### config.mk
export PLATFORM = sky130hd
export DESIGN_NAME = pipeline_arbiter
export DESIGN_NICKNAME = d
export VERILOG_FILES = /design/src/rtl/pipeline_arbiter.sv
export SDC_FILE = /design/constraint.sdc
export NUM_CORES = 1
export LEC_CHECK = 0
export CORE_ASPECT_RATIO = 2
export CORE_MARGIN = 3
export CORE_UTILIZATION = 35
export CTS_BUF_LIST = sky130_fd_sc_hd__clkbuf_8 sky130_fd_sc_hd__clkbuf_16
export CTS_CLUSTER_SIZE = 30
export DETAILED_ROUTE_END_ITERATION = 12
export PLACE_DENSITY = 0.92
export SKIP_LAST_GASP = 1
export SYNTH_ARGS = -nofsm -noshare
export SYNTH_HDL_FRONTEND = slang
export SYNTH_SLANG_ARGS = --single-unit
### constraint.sdc
create_clock -name clock -period 4.4 [get_ports clock]
set_input_delay 1.32 -clock clock [delete_from_list [all_inputs] [get_ports clock]]
set_output_delay 1.32 -clock clock [all_outputs]
set_load 0.02 [all_outputs]
### src/rtl/pipeline_arbiter.sv
// Round-robin issue arbiter that shares one in-order ready/valid stage among N_REQ requesters.
// A tag FIFO records each issued requester index so stage results are steered back in order.
module pipeline_arbiter #(
    parameter int N_REQ = 4,
    parameter int WIDTH = 16,
    parameter int DEPTH = 4
) (
    input  logic                       clock,
    input  logic                       reset_n,
    input  logic [N_REQ*WIDTH-1:0]     req_data,
    input  logic [N_REQ-1:0]           req_valid,
    output logic [N_REQ-1:0]           req_ready,
    output logic [WIDTH-1:0]           wk_us_data,
    output logic                       wk_us_valid,
    input  logic                       wk_us_ready,
    input  logic [WIDTH-1:0]           wk_ds_data,
    input  logic                       wk_ds_valid,
    output logic                       wk_ds_ready,
    output logic [WIDTH-1:0]           rsp_data,
    output logic [N_REQ-1:0]           rsp_valid,
    input  logic [N_REQ-1:0]           rsp_ready,
    output logic [$clog2(DEPTH+1)-1:0] outstanding,
    output logic                       err
);

    localparam int TAG_W = $clog2(N_REQ);
    localparam int AW    = $clog2(DEPTH);
    localparam int CNT_W = $clog2(DEPTH+1);
    localparam logic [TAG_W-1:0] LAST_TAG = TAG_W'(N_REQ - 1);

    logic [TAG_W-1:0] rr_ptr_q, rr_ptr_d;
    logic [AW-1:0]    wr_ptr_q, wr_ptr_d;
    logic [AW-1:0]    rd_ptr_q, rd_ptr_d;
    logic [CNT_W-1:0] cnt_q, cnt_d;
    logic             err_q, err_d;
    logic [TAG_W-1:0] tag_mem_q [DEPTH];

    logic [TAG_W-1:0] grant;
    logic [TAG_W:0]   cand;
    logic             found;
    logic [TAG_W-1:0] head;
    logic             full, empty, push, pop;

    assign full  = (cnt_q == CNT_W'(DEPTH));
    assign empty = (cnt_q == '0);
    assign head  = tag_mem_q[rd_ptr_q];

    // Search starts at rr_ptr and wraps; the extra bit in cand absorbs the overflow before folding.
    always_comb begin
        grant = rr_ptr_q;
        found = 1'b0;
        cand  = '0;
        for (int k = 0; k < N_REQ; k++) begin
            cand = {1'b0, rr_ptr_q} + (TAG_W+1)'(k);
            if (cand >= (TAG_W+1)'(N_REQ)) begin
                cand = cand - (TAG_W+1)'(N_REQ);
            end
            if (!found && req_valid[cand[TAG_W-1:0]]) begin
                found = 1'b1;
                grant = cand[TAG_W-1:0];
            end
        end
    end

    // Outputs are gated by reset_n so they read idle while reset is held.
    always_comb begin
        wk_us_valid = reset_n && (|req_valid) && !full;
        wk_us_data  = wk_us_valid ? req_data[int'(grant)*WIDTH +: WIDTH] : '0;
        req_ready   = '0;
        if (reset_n && found && wk_us_ready && !full) begin
            req_ready[grant] = 1'b1;
        end
        wk_ds_ready = reset_n && !empty && rsp_ready[head];
        rsp_valid   = '0;
        if (reset_n && wk_ds_valid && !empty) begin
            rsp_valid[head] = 1'b1;
        end
    end

    assign rsp_data    = wk_ds_data;
    assign outstanding = cnt_q;
    assign err         = err_q;

    assign push = wk_us_valid && wk_us_ready;
    assign pop  = wk_ds_valid && wk_ds_ready;

    always_comb begin
        rr_ptr_d = rr_ptr_q;
        wr_ptr_d = wr_ptr_q;
        rd_ptr_d = rd_ptr_q;
        if (push) begin
            rr_ptr_d = (grant == LAST_TAG) ? '0 : grant + TAG_W'(1);
            wr_ptr_d = wr_ptr_q + AW'(1);
        end
        if (pop) begin
            rd_ptr_d = rd_ptr_q + AW'(1);
        end
        cnt_d = cnt_q + CNT_W'(push) - CNT_W'(pop);
        err_d = err_q | (wk_ds_valid && empty);
    end

    always_ff @(posedge clock or negedge reset_n) begin
        if (!reset_n) begin
            rr_ptr_q <= '0;
            wr_ptr_q <= '0;
            rd_ptr_q <= '0;
            cnt_q    <= '0;
            err_q    <= 1'b0;
        end else begin
            rr_ptr_q <= rr_ptr_d;
            wr_ptr_q <= wr_ptr_d;
            rd_ptr_q <= rd_ptr_d;
            cnt_q    <= cnt_d;
            err_q    <= err_d;
        end
    end

    // Tag storage is only read while occupied, so it needs no reset.
    always_ff @(posedge clock) begin
        if (push) begin
            tag_mem_q[wr_ptr_q] <= grant;
        end
    end

endmodule
==> results.txt, run 1 <==
The data required time at the worst endpoint is 3080 ps. The startpoint of the most critical setup path is req_valid[2]. The min-delay analysis places its worst path in the category flop to flop.

Of all nets on the critical path, the largest fanout is 9. The worst reg2reg path depth came out at 11. The post-synthesis register bit count came out at 18.

The source-to-sink clock delay at the later pin of the worst-skew pair came out at 250 ps. The maximum resistive drop on vdd is 0.000333 V. Across the run, the number of max-cap violations was 0. Counting distinct cell types in the post-synthesis netlist gives 37. For this configuration, the core starts out at a cell density of 36.4%. The placement row count is 35. The pin count of the biggest net entering global routing is 17. The die boundary width is 54.9 um. The worst pin sits at a relative slew slack of 63.6%. The number of instances in the placed design is 321. Detailed placement finished with a half-perimeter wire length of 3.98 mm. The synthesis warning total is 0.

The via count of the first global-routing pass came out at 1811. The fraction of layout cells with a size suffix above 1 came out at 24.5%. The number of design-rule violations left by the first detailed-router iteration came out at 20. Once layout is done, the placed cells without fillers occupy 0.00290 mm^2. TritonCTS built the clock tree. The accumulated negative setup slack came out at 0 ps. The die height is 104 um. In the post-synthesis netlist, the biggest area contributors are mux2i_1 21%, dfrtp_1 15%, edfxtp_1 14%, buf_4 7.6%, ha_1 7.5%. The count of nets left with antenna violations after detail routing came out at 0. Of the available clock period, the critical path in the final layout requires 98.0%. The number of H-tree levels came out at 1. The worst path arrival time came out at 2990 ps. The average wire per standard cell is 14.8 um. The placer congestion estimate came out at 0.805.

The number of flops mapped to enable cells by yosys came out at 8. The transition time at the pin with the least slew margin came out at 540 ps. The internal reg-to-reg setup slack is 1510 ps. The routed design has 4.91 mm of wire.

The filler cell count is 371. The number of nets in the final layout is 381. From synthesis to final layout, the design area changed by 73.1%. The fraction of post-synthesis cell area in the top cell type by area is 20.9%. The largest individual stage delay along the critical path comes from the cell clkdlybuf4s15_1.

In the routed design, unresolved DRC markers number 0. Traced cell by cell, the critical path runs through clkdlybuf4s15_1 > nor3_1 > a31o_2 > o31ai_4 > buf_6 > buf_6 > buf_16 > mux2i_1 > o22ai_1 > buf_2. The number of hold violations in the final report came out at 0. The worst path in the final design needs a cycle of 4310 ps, including I/O delays and setup. The initial antenna violation count came out at 0.

The number of hold-repair buffers added at the cts stage is 0. Following the worst setup path forward leads to its endpoint at wk_us_data[11]. Across all hold checks on the routed design, the worst slack comes to 483 ps.

The buffer levels on the longest clock path came out at 2. The leakage power of the design came out at 1.35 nW. Once layout is complete, the cells apart from fillers number 332. The count of final setup violators came out at 0. The total track usage came out at 18.7%. The overall power of the completed layout came out at 1.45 mW. The number of iterations in the first detailed-routing pass came out at 4. The flow ran to the end, and the final reports show no timing, DRC or antenna violations.

The class of the most critical setup path is input pin to output pin. The average footprint of a synthesized cell is 10.1 um^2. The terminus of the critical flop-to-flop path is outstanding[2]$_DFF_PN0_. STA classifies the critical path endpoint as an output pin. The vias per cell came out at 5.10. The synthesized design spends more area on one cell type than any other, namely mux2i_1. The fraction of the yosys area taken by sequential cells came out at 29.3%. The critical path launch point type is an input pin.

Setup repair after global routing left no endpoint under its margin. The number of max-slew violations in the final report came out at 0. The clock tree skew after final layout came out at 2.05 ps. The floorplan step defined a core boundary enclosing 0.00460 mm^2.

In this run the power density over the cells is 501 mW/mm^2. The count of mapped cells out of synthesis came out at 166. The worst register-to-register path begins at rd_ptr_q[0]$_DFFE_PN0P_.

After synthesis, the most frequently instantiated cells are 35 x mux2i_1, 17 x buf_4, 17 x o22ai_1, 11 x inv_1. The wire length of the first global-routing pass came out at 7.88 mm. In the synthesized netlist the dominant register cell turns out to be dfrtp_1.

The root buffer cell chosen for the clock tree is clkbuf_8. The fmax came out at 0.232 GHz. The synthesized netlist net count came out at 269. The fraction of registers with async set/reset is 55.6%. The residual overflow from global routing came out at 0. The CTS clock-pin slew for the worst setup and hold paths came out at 60 ps. By instance count, the leading cell after synthesis is mux2i_1. The cell that appears most often on the critical path is buf_6. The routed layout has 1694 vias. The total number of clock tree sinks came out at 18. The count of buffers from port buffering came out at 105. Pin placement for this block handled 138 I/O pins. The area of the mapped netlist is 0.00167 mm^2.

The overall die area came out at 0.00570 mm^2. Summing all placed instances gives a cell area of 0.00282 mm^2. The final antenna diode count is 0. Counting the buffers created by CTS gives 3. The largest incremental delay on the critical path came out at 260 ps.
cells in the final DEF (no fill, tap or decap), types with 2 or more instances in the layout:
| master | count |
|---|---|
| nor2b_1 | 2 |
| xnor2_1 | 4 |
| inv_1 | 9 |
| buf_2 | 20 |
| buf_6 | 3 |
| nor2_1 | 4 |
| o22ai_1 | 17 |
| mux4_2 | 2 |
| dfrtp_1 | 10 |
| nand2_1 | 4 |
| mux2i_1 | 35 |
| and3_1 | 9 |
| buf_16 | 2 |
| clkbuf_8 | 3 |
| dlygate4sd2_1 | 6 |
| clkdlybuf4s50_1 | 77 |
| a21oi_2 | 2 |
| ha_1 | 10 |
| buf_4 | 18 |
| nand2b_1 | 2 |
| edfxtp_1 | 8 |
| buf_12 | 4 |
logic make-up (layout without fill, tap and decap cells):
| logic type | after synthesis | in the layout | synth area share (%) |
|---|---|---|---|
| flops | 18 | 18 | 29.3 |
| buf+inv | 36 | 147 | 13.5 |
| simple gates | 28 | 28 | 9.57 |
| mux | 38 | 38 | 24.3 |
| fa+ha+maj | 11 | 11 | 8.68 |
| xor+xnor | 5 | 5 | 2.62 |
| compound gates | 30 | 30 | 12.0 |
layer usage:
layer  global-route usage, %  vias to the layer above  part of all wire [%]
met2                    33.1                      105                    54
met5                       0                        -                     0
met4                    8.02                        0                   3.3
met1                    17.9                      758                    31
li1                        -                      810                     -
met3                    6.47                       21                    11
metrics by stage:
step	util (%)	setup slack, ps
detailed placement	61.4	-632
finish	63.0	89.4
floorplan	-	408
global route	63.0	0.399
global placement	61.4	-568
CTS	64.3	3.26
flip-flops by register name, summed over array words and instances (netlist names):
signal	count
outstanding	3
rd_ptr_q	2
err	1
tag_mem_q	8
rr_ptr_q	2
wr_ptr_q	2
how the worst min path moves through the flow:
stage | start | endpoint | slack (ps) | cells past startpoint
2_1_floorplan | rd_ptr_q[1]$_DFFE_PN0P_ | rd_ptr_q[1]$_DFFE_PN0P_ | 480 | 1
4_1_cts | err$_DFF_PN0_ | err$_DFF_PN0_ | 490 | 1
5_1_grt | err$_DFF_PN0_ | err$_DFF_PN0_ | 500 | 1
6_report | err$_DFF_PN0_ | err$_DFF_PN0_ | 480 | 1
3_3_place_gp | err$_DFF_PN0_ | err$_DFF_PN0_ | 480 | 1
3_5_place_dp | err$_DFF_PN0_ | err$_DFF_PN0_ | 480 | 1
area by class of cell:
type | count | area (um^2) | area share, %
Timing Repair Buffer | 132 | 1240 | 42.9
Multi-Input combinational cell | 112 | 1000 | 34.7
Sequential cell | 18 | 490 | 16.9
Tap cell | 55 | 68.8 | 2.38
Inverter | 11 | 45.0 | 1.56
Clock buffer | 3 | 41.3 | 1.43
Clock inverter | 1 | 3.75 | 0.130
critical path: cells and delay by family:
| kind | cells | cell delay, ps |
|---|---|---|
| AOI/OAI and AO/OA | 3 | 580 |
| and+or+nand+nor | 1 | 70 |
| muxes | 1 | 210 |
| buffers and inverters | 5 | 810 |
report_power, final:
group          switching (mW)  internal [mW]  leakage, nW  total (mW)
logic                   0.474          0.551         1.14        1.03
registers              0.0678          0.242        0.187       0.309
clock network          0.0527         0.0620       0.0231       0.115
total                   0.595          0.855         1.35        1.45
repair_timing:
item,4_1_cts,5_1_grt
buffers inserted,5,0
pin swaps,2,1
resized for setup,87,19
gates cloned,2,0
endpoints found under the setup margin,25,21
(Power assumes the default switching activity.)
==> run 2: changes to the inputs <==
- HOLD_SLACK_MARGIN: unset -> 0.02
==> results of run 2 <==
Final layout, timing and power as in run 1 (identical DEF).
==> run 3: changes to the inputs <==
- CTS_BUF_LIST: sky130_fd_sc_hd__clkbuf_8 sky130_fd_sc_hd__clkbuf_16 -> unset
- GPL_ROUTABILITY_DRIVEN: unset -> 0
==> results of run 3 <==
Final layout, timing and power as in run 1 (identical DEF).
